<file path="src/rtl/cajero_atm_if.sv">
// Signal bundle between the keypad/card front end (master) and the ATM session controller (slave).
interface cajero_atm_if;
    logic        tarjeta_recibida;
    logic [3:0]  digito;
    logic        digito_stb;
    logic [15:0] pin_correcto;
    logic        tipo_trans;
    logic [31:0] monto;
    logic        monto_stb;
    logic [63:0] balance_inicial;

    logic [63:0] balance_actualizado;
    logic        balance_stb;
    logic        entregar_dinero;
    logic        fondos_insuficientes;
    logic        pin_incorrecto;
    logic        advertencia;
    logic        bloqueo;
    logic [3:0]  estado_actual;
    logic [15:0] pin_ingresado_out;

    modport master (
        output tarjeta_recibida, digito, digito_stb, pin_correcto,
               tipo_trans, monto, monto_stb, balance_inicial,
        input  balance_actualizado, balance_stb, entregar_dinero, fondos_insuficientes,
               pin_incorrecto, advertencia, bloqueo, estado_actual, pin_ingresado_out
    );

    modport slave (
        input  tarjeta_recibida, digito, digito_stb, pin_correcto,
               tipo_trans, monto, monto_stb, balance_inicial,
        output balance_actualizado, balance_stb, entregar_dinero, fondos_insuficientes,
               pin_incorrecto, advertencia, bloqueo, estado_actual, pin_ingresado_out
    );
endinterface

</file>
<file path="src/rtl/cajero_atm_ctrl.sv">
// ATM session controller: card accept, 4-digit PIN check with lockout, one deposit/withdrawal.
// Define ATM_LIMITE_RETIRO_EN to also reject withdrawals above LIMITE_RETIRO.
module cajero_atm_ctrl #(
    parameter int unsigned MAX_INTENTOS = 3
`ifdef ATM_LIMITE_RETIRO_EN
    ,
    parameter logic [31:0] LIMITE_RETIRO = 32'd500000
`endif
) (
    input logic         clk,
    input logic         reset,
    cajero_atm_if.slave bus
);

    typedef enum logic [3:0] {
        StIdle     = 4'd0,
        StPin      = 4'd1,
        StVerif    = 4'd2,
        StTrans    = 4'd3,
        StDeposito = 4'd4,
        StRetiro   = 4'd5,
        StBloqueo  = 4'd6
    } estado_e;

    localparam int unsigned      IntW     = $clog2(MAX_INTENTOS + 1);
    localparam logic [IntW-1:0] IntMax   = IntW'(MAX_INTENTOS);
    localparam logic [IntW-1:0] IntAviso = IntW'(MAX_INTENTOS - 1);

    estado_e         estado;
    logic [15:0]     pin_q;
    logic [1:0]      digitos;
    logic [IntW-1:0] intentos;
    logic [63:0]     saldo_q;
    logic [31:0]     monto_q;

    // Result stage: DEPOSITO/RETIRO decide, the following edge publishes.
    logic            res_dep;
    logic            res_ok;
    logic            res_no;
    logic [63:0]     res_bal;

    logic [63:0]     bal_out;
    logic            balance_stb;
    logic            entregar;
    logic            fondos;
    logic            pin_inc;
    logic            advertencia;
    logic            bloqueo;

    logic [64:0]     suma;
    logic [63:0]     suma_sat;
    logic [63:0]     resta;
    logic            fondos_ok;
    logic            retiro_ok;
    logic            pin_ok;
    logic [IntW-1:0] intentos_mas;

    assign suma         = {1'b0, saldo_q} + {33'd0, monto_q};
    assign suma_sat     = suma[64] ? '1 : suma[63:0];
    assign resta        = saldo_q - {32'd0, monto_q};
    assign fondos_ok    = ({32'd0, monto_q} <= saldo_q);
    assign pin_ok       = (pin_q == bus.pin_correcto);
    assign intentos_mas = intentos + IntW'(1);

`ifdef ATM_LIMITE_RETIRO_EN
    assign retiro_ok = fondos_ok && (monto_q <= LIMITE_RETIRO);
`else
    assign retiro_ok = fondos_ok;
`endif

    always_ff @(posedge clk) begin
        if (reset) begin
            estado      <= StIdle;
            pin_q       <= '0;
            digitos     <= '0;
            intentos    <= '0;
            saldo_q     <= '0;
            monto_q     <= '0;
            res_dep     <= 1'b0;
            res_ok      <= 1'b0;
            res_no      <= 1'b0;
            res_bal     <= '0;
            bal_out     <= '0;
            balance_stb <= 1'b0;
            entregar    <= 1'b0;
            fondos      <= 1'b0;
            pin_inc     <= 1'b0;
            advertencia <= 1'b0;
            bloqueo     <= 1'b0;
        end else begin
            pin_inc     <= 1'b0;
            res_dep     <= 1'b0;
            res_ok      <= 1'b0;
            res_no      <= 1'b0;
            balance_stb <= res_dep | res_ok;
            entregar    <= res_ok;
            fondos      <= res_no;
            if (res_dep || res_ok) begin
                bal_out <= res_bal;
            end

            case (estado)
                StIdle: begin
                    if (bus.tarjeta_recibida) begin
                        saldo_q <= bus.balance_inicial;
                        pin_q   <= '0;
                        digitos <= '0;
                        estado  <= StPin;
                    end
                end
                StPin: begin
                    if (bus.digito_stb) begin
                        pin_q   <= {pin_q[11:0], bus.digito};
                        digitos <= digitos + 2'd1;
                        if (digitos == 2'd3) begin
                            estado <= StVerif;
                        end
                    end
                end
                StVerif: begin
                    if (pin_ok) begin
                        intentos    <= '0;
                        advertencia <= 1'b0;
                        estado      <= StTrans;
                    end else begin
                        pin_inc  <= 1'b1;
                        intentos <= intentos_mas;
                        if (intentos_mas == IntMax) begin
                            bloqueo <= 1'b1;
                            estado  <= StBloqueo;
                        end else begin
                            if (intentos_mas == IntAviso) begin
                                advertencia <= 1'b1;
                            end
                            pin_q   <= '0;
                            digitos <= '0;
                            estado  <= StPin;
                        end
                    end
                end
                StTrans: begin
                    if (bus.monto_stb) begin
                        monto_q <= bus.monto;
                        estado  <= bus.tipo_trans ? StRetiro : StDeposito;
                    end
                end
                StDeposito: begin
                    saldo_q <= suma_sat;
                    res_bal <= suma_sat;
                    res_dep <= 1'b1;
                    estado  <= StIdle;
                end
                StRetiro: begin
                    if (retiro_ok) begin
                        saldo_q <= resta;
                        res_bal <= resta;
                        res_ok  <= 1'b1;
                    end else begin
                        res_no <= 1'b1;
                    end
                    estado <= StIdle;
                end
                StBloqueo: begin
                    estado <= StBloqueo;
                end
                default: begin
                    estado <= StIdle;
                end
            endcase
        end
    end

    assign bus.balance_actualizado  = bal_out;
    assign bus.balance_stb          = balance_stb;
    assign bus.entregar_dinero      = entregar;
    assign bus.fondos_insuficientes = fondos;
    assign bus.pin_incorrecto       = pin_inc;
    assign bus.advertencia          = advertencia;
    assign bus.bloqueo              = bloqueo;
    assign bus.estado_actual        = estado;
    assign bus.pin_ingresado_out    = pin_q;

endmodule

</file>
<file path="src/flat_wrapper.sv">
// flat-port wrapper written by rule: the top's interface ports become plain ports
module cajero_atm_ctrl_flat 
#(
    parameter int unsigned MAX_INTENTOS = 3

)
  (clk, reset, bus_tarjeta_recibida, bus_digito, bus_digito_stb, bus_pin_correcto, bus_tipo_trans, bus_monto, bus_monto_stb, bus_balance_inicial, bus_balance_actualizado, bus_balance_stb, bus_entregar_dinero, bus_fondos_insuficientes, bus_pin_incorrecto, bus_advertencia, bus_bloqueo, bus_estado_actual, bus_pin_ingresado_out);
  cajero_atm_if bus_i ();
  input logic clk;
  input logic reset;
  input wire logic [$bits(bus_i.tarjeta_recibida)-1:0] bus_tarjeta_recibida;
  input wire logic [$bits(bus_i.digito)-1:0] bus_digito;
  input wire logic [$bits(bus_i.digito_stb)-1:0] bus_digito_stb;
  input wire logic [$bits(bus_i.pin_correcto)-1:0] bus_pin_correcto;
  input wire logic [$bits(bus_i.tipo_trans)-1:0] bus_tipo_trans;
  input wire logic [$bits(bus_i.monto)-1:0] bus_monto;
  input wire logic [$bits(bus_i.monto_stb)-1:0] bus_monto_stb;
  input wire logic [$bits(bus_i.balance_inicial)-1:0] bus_balance_inicial;
  output wire logic [$bits(bus_i.balance_actualizado)-1:0] bus_balance_actualizado;
  output wire logic [$bits(bus_i.balance_stb)-1:0] bus_balance_stb;
  output wire logic [$bits(bus_i.entregar_dinero)-1:0] bus_entregar_dinero;
  output wire logic [$bits(bus_i.fondos_insuficientes)-1:0] bus_fondos_insuficientes;
  output wire logic [$bits(bus_i.pin_incorrecto)-1:0] bus_pin_incorrecto;
  output wire logic [$bits(bus_i.advertencia)-1:0] bus_advertencia;
  output wire logic [$bits(bus_i.bloqueo)-1:0] bus_bloqueo;
  output wire logic [$bits(bus_i.estado_actual)-1:0] bus_estado_actual;
  output wire logic [$bits(bus_i.pin_ingresado_out)-1:0] bus_pin_ingresado_out;
  assign bus_i.tarjeta_recibida = bus_tarjeta_recibida;
  assign bus_i.digito = bus_digito;
  assign bus_i.digito_stb = bus_digito_stb;
  assign bus_i.pin_correcto = bus_pin_correcto;
  assign bus_i.tipo_trans = bus_tipo_trans;
  assign bus_i.monto = bus_monto;
  assign bus_i.monto_stb = bus_monto_stb;
  assign bus_i.balance_inicial = bus_balance_inicial;
  assign bus_balance_actualizado = bus_i.balance_actualizado;
  assign bus_balance_stb = bus_i.balance_stb;
  assign bus_entregar_dinero = bus_i.entregar_dinero;
  assign bus_fondos_insuficientes = bus_i.fondos_insuficientes;
  assign bus_pin_incorrecto = bus_i.pin_incorrecto;
  assign bus_advertencia = bus_i.advertencia;
  assign bus_bloqueo = bus_i.bloqueo;
  assign bus_estado_actual = bus_i.estado_actual;
  assign bus_pin_ingresado_out = bus_i.pin_ingresado_out;
  cajero_atm_ctrl #(.MAX_INTENTOS(MAX_INTENTOS)) u_core (.clk(clk), .reset(reset), .bus(bus_i));
endmodule
</file>
<file path="config.mk">
export PLATFORM = sky130hd
export DESIGN_NAME = cajero_atm_ctrl_flat
export DESIGN_NICKNAME = d
export VERILOG_FILES = /design/src/rtl/cajero_atm_if.sv /design/src/rtl/cajero_atm_ctrl.sv /design/src/flat_wrapper.sv
export SDC_FILE = /design/constraint.sdc
export NUM_CORES = 1
export LEC_CHECK = 0
export BUFFER_PORTS_ARGS = -buffer_cell sky130_fd_sc_hd__buf_2
export CAP_MARGIN = 20
export CORE_MARGIN = 1.5
export CORE_UTILIZATION = 45
export DETAILED_ROUTE_END_ITERATION = 8
export MAX_ROUTING_LAYER = met4
export SLEW_MARGIN = 10
export SYNTH_ARGS = -nofsm -noshare
export SYNTH_HDL_FRONTEND = slang
export SYNTH_SLANG_ARGS = --single-unit
</file>
<file path="constraint.sdc">
create_clock -name clk -period 4.05 [get_ports clk]
set_clock_uncertainty 0.2 [all_clocks]
set_input_delay 0.405 -clock clk [delete_from_list [all_inputs] [get_ports clk]]
set_output_delay 0.405 -clock clk [all_outputs]
set_load 0.02 [all_outputs]
</file>
==> flow_summary_export.csv, run 1 <==
group,metric,value,unit
route,wl_met1,32200,µm
die,row_count,72,
critical_path,required,4.35,ns
yosys,syn_nets,2577,
critical_path,crit_path_start,"u_core.monto_q[27]$_SDFFE_PP0P_",
yosys,ys.flop_type,"dfxtp_1",
sta,tightest_slew,0.853,ns
flow_run,max_cap_violations,0,
critical_path,path_class,"flop to flop",
final_layout,instances_no_fill,3224,
yosys,synthDistinctLibCells,97,
critical_path,max_stage_delay,0.42,ns
clock_tree,htreeDepth,1,
min_path,hp-start,"bus_balance_inicial[48]",
global_routing,antenna_found_initial,0,
final_layout,mostFrequentLayoutCells,"nand2_1 (385), a21oi_1 (274), dfxtp_1 (255)",
yosys,syn_inst,2386,
sta,slew_viol_final,0,
sta,rsz0062_at_grt,"no",
route,via_per_inst,6.11,
clock_tree,clockRootBuffer,"clkbuf_16",
die,io_pins,212,
min_path,min_path_type,"input pin to flop",
yosys,synth_edf_count,0,
placed_design,post-place-cells,3095,
die,core,38600,µm²
critical_path,cp.buffers_inverters,2,
sta,setup_viol,0,
final_layout,post-route-util,56.1,%
sta,tns,0,ns
clock_tree,clock-sinks,256,
route,wire_per_inst,23.6,µm
clock_tree,cts_buffer_depth,3,
die,start_util,45.5,%
critical_path,cp_slowest_cell,"nor4_4",
die,die_h,200,µm
final_layout,fill_cells,3797,
critical_path,r2r-start,"u_core.monto_q[27]$_SDFFE_PP0P_",
critical_path,path_depth,12,
clock_tree,clkSlewWorstSetupHoldPaths,0.07,ns
route,wl_met2,35400,µm
run_status,status,"finished, final reports clean",
final_layout,multiInputGateArea,11400,µm²
sta,holdWs,0.0153,ns
final_layout,final_common_cell,"nand2_1",
power,peakVddDrop,0.369,mV
global_routing,overflow,0,
route,drt_iter0_markers,1659,
route,finalWirelength,75900,µm
sta,min_period,3.96,ns
die,dieArea,40200,µm²
critical_path,arrival,4.26,ns
global_routing,grt_pass1_vias,18900,
final_layout,area_delta_synth_final,23.2,%
power,p_per_area,418,nW/µm²
yosys,ys_seq_area_share,29.2,%
critical_path,regToRegEndpoint,"u_core.saldo_q[9]$_SDFFE_PP0P_",
clock_tree,cts_buffers,31,
critical_path,r2r_setup_slack,0.09,ns
critical_path,reg2reg_depth,12,
sta,hold_viol,0,
global_routing,grt_pass1_wl,115000,µm
sta,fmax,252,MHz
route,met3_length,4740,µm
critical_path,crit_chain,"inv_1 > ha_1 > nor4_4 > nand3_1 > nor4_2 > o211a_1 > o211a_1 > buf_4 > nor3_1 > a211oi_1 > a211oi_1 > nor3_1",
route,vias,19700,
yosys,syn_area,17600,µm²
placed_design,gp_congestion,1.01,
yosys,avgSynthCellArea,7.36,µm²
sta,finalCritPeriodShare,97.8,%
power,power.leakage,8.64,nW
global_routing,track_usage,37.8,%
die,dieWidth,200,µm
route,drc,0,
global_routing,grt_max_degree,74,
route,dr.pass1.iters,7,
final_layout,final_layout_size_suffix_gt1_share,20.0,%
yosys,yosysWarnings,0,
final_layout,nets,2872,
placed_design,hpwl,57400,µm
critical_path,cp-start-kind,"flop",
route,ant_nets,0,
critical_path,path_max_fanout,14,
placed_design,port_buffers,210,
yosys,async_flop_share,0,%
clock_tree,clock_latency,0.60,ns
sta,max_slew_margin,43.1,%
critical_path,path_delay_family,"simple AND/OR/NAND/NOR gates",
critical_path,crit_path_end_kind,"flop",
critical_path,endpoint,"u_core.saldo_q[9]$_SDFFE_PP0P_",
final_layout,seqCellArea,5130,µm²
route,top_layer,"met4",
yosys,ys_seq_elements,256,
clock_tree,cts_tree,"done",
[layer usage]
layer | up-vias | global-route usage [%]
li1 | 9190 | -
met1 | 9504 | 47.6
met2 | 822 | 61.5
met3 | 179 | 4.50
met4 | 0 | 15.6
met5 | - | -
[stage by stage]
step | power, mW | cell area, µm² | worst slack, ns
final | 9.03 | 21600 | 0.0894
after global routing | 9.40 | 21600 | 0.0000706
after CTS | 8.96 | 21500 | 0.0171
after detailed placement | 5.99 | 19800 | 0.0498
after global placement | 5.99 | 19800 | 0.140
after floorplan | 4.76 | 17600 | 0.730
[layout make-up]
class                   instances  area share [%]
well taps                     518            3.00
repair buffers                456            14.5
flip-flops and latches        256            23.7
inverters                      65            1.13
clock buffers                  40            4.02
diodes                          1          0.0116
multi-input cells            1871            52.7
clock inverters                17           0.903
[flip-flops by register name, indices dropped and copies added, names as in the netlist, 2 cells and up]
| register | flops |
|---|---|
| u_core.saldo_q | 64 |
| u_core.digitos | 2 |
| u_core.intentos | 2 |
| u_core.res_bal | 64 |
| u_core.bus.pin_ingresado_out | 16 |
| u_core.bus.balance_actualizado | 64 |
| u_core.bus.estado_actual | 3 |
| u_core.monto_q | 32 |
[synthesized netlist by cell type, types with 13 or more instances]
cell	count	share of area, %
clkbuf_1	122	2.6
dfxtp_1	256	29
a311oi_2	13	1.1
nand3_1	75	2.1
or3_1	18	0.64
a21oi_1	275	7.8
nand4_1	39	1.4
nand2_1	387	8.3
a21o_1	15	0.64
ha_1	67	4.8
a31oi_1	17	0.61
xnor2_1	80	4.0
inv_1	62	1.3
a221oi_1	19	0.95
buf_2	46	1.3
nand2b_1	13	0.46
o31ai_1	14	0.60
and3_1	24	0.86
o21ai_0	92	2.6
o211ai_1	26	1.1
nor4_1	23	0.82
nor3_1	73	2.1
nor2b_1	29	1.0
xor2_1	21	1.0
o221ai_1	13	0.65
a211oi_1	63	2.7
nor2_1	205	4.4
[worst min path at each step]
stage | depth (start not counted) | to | slack, ns
global route | 3 | u_core.saldo_q[48]$_SDFFE_PP0P_ | 0.03
detailed placement | 2 | u_core.res_bal[51]$_SDFFE_PP0P_ | 0.23
finish | 3 | u_core.saldo_q[48]$_SDFFE_PP0P_ | 0.02
global placement | 2 | u_core.res_bal[51]$_SDFFE_PP0P_ | 0.23
floorplan | 1 | u_core.bus.fondos_insuficientes$_SDFF_PP0_ | 0.21
CTS | 3 | u_core.saldo_q[8]$_SDFFE_PP0P_ | 0.002
[what timing repair did]
item                                   4_1_cts  5_1_grt
buffers inserted                             0        7
endpoints found under the hold margin       63        0
hold buffers                                63        0
setup endpoints to repair                    0       62
resized for setup                            0        7
[worst reg2reg max path: stages, from the launching register on]
cell      delay [ns]
dfxtp_1         0.36
inv_1           0.06
ha_1            0.38
nor4_4          0.42
nand3_1         0.31
nor4_2          0.38
o211a_1         0.36
o211a_1         0.35
buf_4           0.28
nor3_1          0.08
a211oi_1        0.41
a211oi_1        0.10
nor3_1          0.19
[cells by family after synthesis]
logic type      Yosys count  share of synthesized area (%)
xor+xnor                101                           5.04
buf+inv                 259                           6.35
compound gates          718                           27.6
flops                   256                           29.2
other cells               1                         0.0214
mux                      19                           1.15
fa+ha+maj                69                           5.00
simple gates            963                           25.6
[where the power goes]
part / switching, mW / internal [mW]
Sequential: 0.169 / 2.63
Clock: 1.21 / 1.71
Combinational: 2.08 / 1.23
Total: 3.46 / 5.58
(Power assumes the default switching activity.)
==> inputs of run 2 (changes only) <==
--- a/config.mk
+++ b/config.mk
@@ -7,10 +7,13 @@
 export LEC_CHECK = 0
 export BUFFER_PORTS_ARGS = -buffer_cell sky130_fd_sc_hd__buf_2
 export CAP_MARGIN = 20
+export CELL_PAD_IN_SITES_DETAIL_PLACEMENT = 0
+export CELL_PAD_IN_SITES_GLOBAL_PLACEMENT = 1
 export CORE_MARGIN = 1.5
-export CORE_UTILIZATION = 45
+export CORE_UTILIZATION = 43
 export DETAILED_ROUTE_END_ITERATION = 8
 export MAX_ROUTING_LAYER = met4
+export PLACE_DENSITY_LB_ADDON = 0.1
 export SLEW_MARGIN = 10
 export SYNTH_ARGS = -nofsm -noshare
 export SYNTH_HDL_FRONTEND = slang
==> run 2 against run 1 <==
  * Combinational power is 2% higher
  * Via count up 0.94%
  * Flip-flop and latch count is the same
  * Non-clock buffer count did not move
  * Worst setup slack got worse by 0.021 ns
  * Routed wire length increased by 3.8%
  * First-iteration DRC count rose by 27%
  * Cell area rose by 0.49%
  * Largest power group unchanged
==> flow_summary_export.csv, run 2 (synthesis results as in run 1) <==
group,metric,value,unit
run_status,status,"finished, final reports clean",
route,dr.pass1.iters,6,
flow_run,max_cap_violations,0,
sta,tightest_slew,1.04,ns
power,power.leakage,8.67,nW
power,sw_frac_of_total,38.5,%
sta,hold_viol,0,
power,p_total,9.20,mW
final_layout,fill_cells,3890,
power,peakVddDrop,0.336,mV
global_routing,track_usage,37.8,%
critical_path,cp_slowest_cell,"ha_1",
clock_tree,cts_tree,"done",
global_routing,grt_pass1_wl,117000,µm
critical_path,crit_path_end_kind,"flop",
route,drc,0,
route,wire_per_inst,24.4,µm
sta,rsz0062_at_grt,"no",
placed_design,place_ws,-0.101,ns
min_path,min_path_type,"input pin to flop",
route,via_per_inst,6.16,
placed_design,post-place-cells,3114,
clock_tree,cts_buffers,30,
die,io_pins,212,
final_layout,final_common_cell,"nand2_1",
critical_path,required,4.30,ns
sta,slew_viol_final,0,
die,core,40000,µm²
critical_path,crit_chain,"inv_1 > ha_1 > a21oi_2 > o21ai_0 > a21oi_1 > and4_1 > o21ai_0 > buf_4 > a21boi_0 > mux2i_1 > a221oi_1 > a211oi_2",
clock_tree,clkSlewWorstSetupHoldPaths,0.06,ns
critical_path,crit_path_frequent_cell,"o21ai_0",
global_routing,grt_max_degree,90,
die,die_h,205,µm
power,switching_power,3.55,mW
critical_path,cp.buffers_inverters,2,
power,p_seq_share,30.5,%
clock_tree,htreeDepth,1,
critical_path,path_class,"flop to flop",
die,row_count,73,
final_layout,num_antenna_cells,0,
power,pwr-share-comb,36.5,%
global_routing,grt_pass1_vias,18900,
final_layout,nets,2871,
global_routing,antenna_found_initial,0,
critical_path,cp-start-kind,"flop",
placed_design,port_buffers,210,
route,ant_nets,0,
critical_path,max_stage_delay,0.43,ns
final_layout,final_layout_size_suffix_gt1_share,20.5,%
global_routing,overflow,0,
placed_design,gp_congestion,1.03,
sta,finalCritPeriodShare,98.3,%
sta,min_period,3.98,ns
clock_tree,clockRootBuffer,"clkbuf_16",
die,dieArea,42000,µm²
final_layout,area_delta_synth_final,23.8,%
sta,max_slew_margin,30.1,%
critical_path,path_max_fanout,8,
sta,setup_viol,0,
sta,fmax,251,MHz
power,p_clk_share,32.9,%
route,drt_iter0_markers,2104,
critical_path,arrival,4.23,ns
final_layout,instances_no_fill,3229,
final_layout,mostFrequentLayoutCells,"nand2_1 (385), a21oi_1 (273), dfxtp_1 (255)",
route,finalWirelength,78800,µm
placed_design,hpwl,59900,µm
die,dieWidth,205,µm
clock_tree,cts_buffer_depth,3,
power,power.internal,5.65,mW
clock_tree,clock_latency,0.61,ns
power,p_per_area,423,nW/µm²
clock_tree,clock-sinks,256,
critical_path,path_delay_family,"compound AO/OA/AOI/OAI gates",
route,vias,19900,
die,start_util,43.9,%
sta,final.setup.worst_slack,0.0689,ns
==> run 2: layer usage <==
| layer | up-vias | share of wire (%) | global-route usage, % |
|---|---|---|---|
| li1 | 9209 | - | - |
| met1 | 9533 | 43 | 49.2 |
| met2 | 947 | 44 | 58.2 |
| met3 | 191 | 7.6 | 5.00 |
| met4 | 0 | 5.4 | 17.1 |
| met5 | - | 0 | - |
==> run 2: path summary, 6_finish.rpt <==
check                                     to  cells past startpoint                             from  slack, ns
max reg2reg  u_core.saldo_q[46]$_SDFFE_PP0P_                     12  u_core.monto_q[11]$_SDFFE_PP0P_       0.07
min reg2reg  u_core.res_bal[51]$_SDFFE_PP0P_                      2  u_core.res_bal[51]$_SDFFE_PP0P_       0.24
max          u_core.saldo_q[46]$_SDFFE_PP0P_                     12  u_core.monto_q[11]$_SDFFE_PP0P_       0.07
min          u_core.saldo_q[27]$_SDFFE_PP0P_                      4          bus_balance_inicial[27]       0.01
==> run 2: power groups by stage <==
stage                     Combinational [mW]  Clock [mW]  Sequential [mW]
final                                   3.36        3.03             2.81
after global routing                    3.58        3.15             2.82
after CTS                               3.27        3.06             2.80
after detailed placement                3.20           0             2.85
after global placement                  3.21           0             2.85
after floorplan                         2.00           0             2.76
==> run 2: per-stage QoR <==
stage | hold WS, ns | utilization [%] | TNS, ns | cell area [µm²]
5_1_grt | 0.0147 | 54.3 | 0 | 21700
3_3_place_gp | 0.235 | 50.0 | -0.0741 | 20000
6_report | 0.0121 | 54.3 | 0 | 21700
4_1_cts | 0.00557 | 54.2 | 0 | 21700
3_5_place_dp | 0.236 | 50.0 | -0.101 | 20000
2_1_floorplan | 0.214 | - | 0 | 17600
==> run 2: tightest hold or removal path: stages <==
cell and delay [ns]:
buf_2 0.07, and3_1 0.13, a21oi_1 0.03, o21ai_0 0.12
==> run 2: layout make-up <==
class                           count  area (µm²)  area share [%]
Multi-Input combinational cell   1871       11400            52.6
Sequential cell                   256        5130            23.6
Timing Repair Buffer              456        3190            14.7
Clock buffer                       34         776            3.57
Tap cell                          525         657            3.02
Clock inverter                     22         307            1.41
Inverter                           65         244            1.12
==> run 2: what timing repair did <==
| action | in CTS | in global routing |
|---|---|---|
| hold buffers | 59 | 0 |
| pin swaps | 0 | 2 |
| endpoints found under the setup margin | 1 | 41 |
| setup buffers | 0 | 0 |
| hold endpoints to repair | 59 | 0 |
| resized for setup | 1 | 16 |
==> inputs of run 3 (changes only) <==
--- a/config.mk
+++ b/config.mk
@@ -7,10 +7,10 @@
 export LEC_CHECK = 0
 export BUFFER_PORTS_ARGS = -buffer_cell sky130_fd_sc_hd__buf_2
 export CAP_MARGIN = 20
-export CELL_PAD_IN_SITES_DETAIL_PLACEMENT = 0
-export CELL_PAD_IN_SITES_GLOBAL_PLACEMENT = 1
+export CELL_PAD_IN_SITES_DETAIL_PLACEMENT = 2
+export CELL_PAD_IN_SITES_GLOBAL_PLACEMENT = 2
 export CORE_MARGIN = 1.5
-export CORE_UTILIZATION = 43
+export CORE_UTILIZATION = 34
 export DETAILED_ROUTE_END_ITERATION = 8
 export MAX_ROUTING_LAYER = met4
 export PLACE_DENSITY_LB_ADDON = 0.1
==> run 3 against run 2 <==
  * Critical path depth unchanged
  * Count of clock-buffer cells in the layout increased by 12
  * Worst hold slack improved by 0.0016 ns
  * Die area increased by 26%
  * Non-clock buffer count increased by 18
  * Cell count increased by 5.5%
  * Register-to-register slack improved by 0.07 ns
  * Worst setup slack improved by 0.072 ns
  * Clock power increased by 6%
  * Critical endpoint is now u_core.res_bal[18]$_SDFFE_PP0P_
  * First-iteration DRC count decreased by 40%
  * Cell area increased by 2.0%
==> flow_summary_export.csv, run 3 (synthesis results as in run 1) <==
group,metric,value,unit
global_routing,track_usage,37.6,%
power,switching_power,3.88,mW
route,top_layer,"met4",
critical_path,regToRegEndpoint,"u_core.res_bal[18]$_SDFFE_PP0P_",
sta,fmax,256,MHz
power,p_clk_share,32.9,%
global_routing,grt_pass1_wl,145000,µm
clock_tree,clock_latency,0.57,ns
min_path,hold_end,"u_core.saldo_q[6]$_SDFFE_PP0P_",
critical_path,path_max_fanout,8,
route,drt_iter0_markers,1267,
die,core,51200,µm²
critical_path,r2r_setup_slack,0.14,ns
clock_tree,htreeDepth,2,
global_routing,overflow,0,
route,wl_met2,48900,µm
critical_path,path_class,"flop to flop",
power,p_per_area,439,nW/µm²
critical_path,r2r-start,"u_core.monto_q[25]$_SDFFE_PP0P_",
power,pwr-share-comb,38.1,%
final_layout,fin_area,22200,µm²
run_status,status,"finished, final reports clean",
route,dr.pass1.iters,5,
route,met3_length,4030,µm
clock_tree,clock-sinks,256,
placed_design,gp_congestion,1.02,
final_layout,post-route-util,43.3,%
min_path,min_path_type,"input pin to flop",
global_routing,grt_max_degree,72,
die,die_h,230,µm
sta,tightest_slew,1.07,ns
route,via_per_inst,6.06,
die,dieArea,53000,µm²
flow_run,max_cap_violations,0,
sta,finalCritPeriodShare,96.5,%
critical_path,reg2reg_depth,12,
placed_design,dpl_cell_area,20400,µm²
final_layout,mostFrequentLayoutCells,"nand2_1 (385), a21oi_1 (275), dfxtp_1 (255)",
min_path,hold_depth,3,
route,wl_met1,39500,µm
power,p_seq_share,29.1,%
final_layout,area_delta_synth_final,26.3,%
clock_tree,cts_buffers,35,
final_layout,num_antenna_cells,0,
sta,setup_viol,0,
global_routing,grt_pass1_vias,22200,
critical_path,cp_slowest_cell,"ha_1",
route,drc,0,
placed_design,port_buffers,210,
clock_tree,clkSlewWorstSetupHoldPaths,0.06,ns
final_layout,final_common_cell,"nand2_1",
die,dieWidth,230,µm
clock_tree,cts_tree,"done",
min_path,hp-start,"bus_balance_inicial[6]",
clock_tree,clockRootBuffer,"clkbuf_16",
die,io_pins,212,
final_layout,nets,2894,
sta,max_slew_margin,28.3,%
route,ant_nets,0,
power,sw_frac_of_total,39.9,%
placed_design,hpwl,74400,µm
critical_path,path_delay_family,"compound AO/OA/AOI/OAI gates",
power,peakVddDrop,0.304,mV
critical_path,crit_chain,"inv_1 > ha_1 > nor4_4 > nand3_2 > nor4_4 > o211a_2 > o211a_1 > buf_4 > nor2_2 > buf_4 > a221o_1 > a211oi_1",
route,finalWirelength,98800,µm
die,row_count,83,
die,start_util,34.3,%
sta,hold_viol,0,
sta,min_period,3.91,ns
critical_path,cp.buffers_inverters,3,
critical_path,arrival,4.17,ns
clock_tree,cts_buffer_depth,3,
power,power.internal,5.85,mW
global_routing,antenna_found_initial,0,
route,wire_per_inst,29.0,µm
critical_path,crit_path_end_kind,"flop",
final_layout,final_layout_size_suffix_gt1_share,21.7,%
critical_path,max_stage_delay,0.45,ns
critical_path,cp-start-kind,"flop",
route,vias,20600,
power,power.leakage,8.84,nW
sta,slew_viol_final,0,
critical_path,required,4.31,ns
-- run 3: worst max-delay path by stage --
stage	start	endpoint	slack [ns]	cells after the start
2_1_floorplan	u_core.monto_q[0]$_SDFFE_PP0P_	u_core.saldo_q[46]$_SDFFE_PP0P_	0.73	13
5_1_grt	u_core.monto_q[25]$_SDFFE_PP0P_	u_core.res_bal[17]$_SDFFE_PP0P_	-0.002	13
6_report	u_core.monto_q[25]$_SDFFE_PP0P_	u_core.res_bal[18]$_SDFFE_PP0P_	0.14	12
3_5_place_dp	u_core.saldo_q[27]$_SDFFE_PP0P_	u_core.res_bal[18]$_SDFFE_PP0P_	-0.11	11
4_1_cts	u_core.monto_q[25]$_SDFFE_PP0P_	u_core.saldo_q[9]$_SDFFE_PP0P_	0.03	13
3_3_place_gp	u_core.saldo_q[27]$_SDFFE_PP0P_	u_core.res_bal[56]$_SDFFE_PP0P_	-0.01	10
-- run 3: metrics by stage --
step	cells	hold slack, ns	total power, mW	TNS, ns	setup slack, ns
2_1_floorplan	2386	0.214	4.76	0	0.730
3_3_place_gp	3292	0.235	6.31	-0.0234	-0.0126
3_5_place_dp	3292	0.240	6.40	-0.690	-0.112
4_1_cts	3401	0.00419	9.65	0	0.0335
5_1_grt	3407	0.0257	10.1	-0.00237	-0.00237
6_report	3407	0.0137	9.73	0	0.141
-- run 3: cell type report --
type | count | area [µm²]
tap | 680 | 851
clock inverter | 15 | 168
clock buffer | 46 | 978
sequential | 256 | 5130
timing repair buffer | 474 | 3320
multi-input combinational | 1871 | 11500
fill | 5945 | 29000
inverter | 65 | 244
-- run 3: power groups by stage --
stage / Clock [mW] / Combinational [mW] / Sequential (mW)
3_5_place_dp: 0 / 3.53 / 2.87
5_1_grt: 3.35 / 3.92 / 2.83
4_1_cts: 3.24 / 3.59 / 2.82
6_report: 3.20 / 3.71 / 2.83
2_1_floorplan: 0 / 2.00 / 2.76
3_3_place_gp: 0 / 3.44 / 2.86
-- run 3: timing repair --
action	in CTS	in global routing
gates resized for setup	4	19
buffers inserted	0	5
endpoints found under the setup margin	13	105
hold buffers	48	0
pin swaps	0	4
endpoints found under the hold margin	48	0
-- run 3: metal layers --
layer / up-vias / global-route usage [%]
met3: 273 / 3.94
met2: 646 / 64.6
met1: 10500 / 42.5
met5: - / -
li1: 9223 / -
met4: 0 / 21.4
-- run 3: worst min-delay path: stages --
cell and delay (ns):
buf_2 0.10, a21oi_1 0.13, a211oi_1 0.08
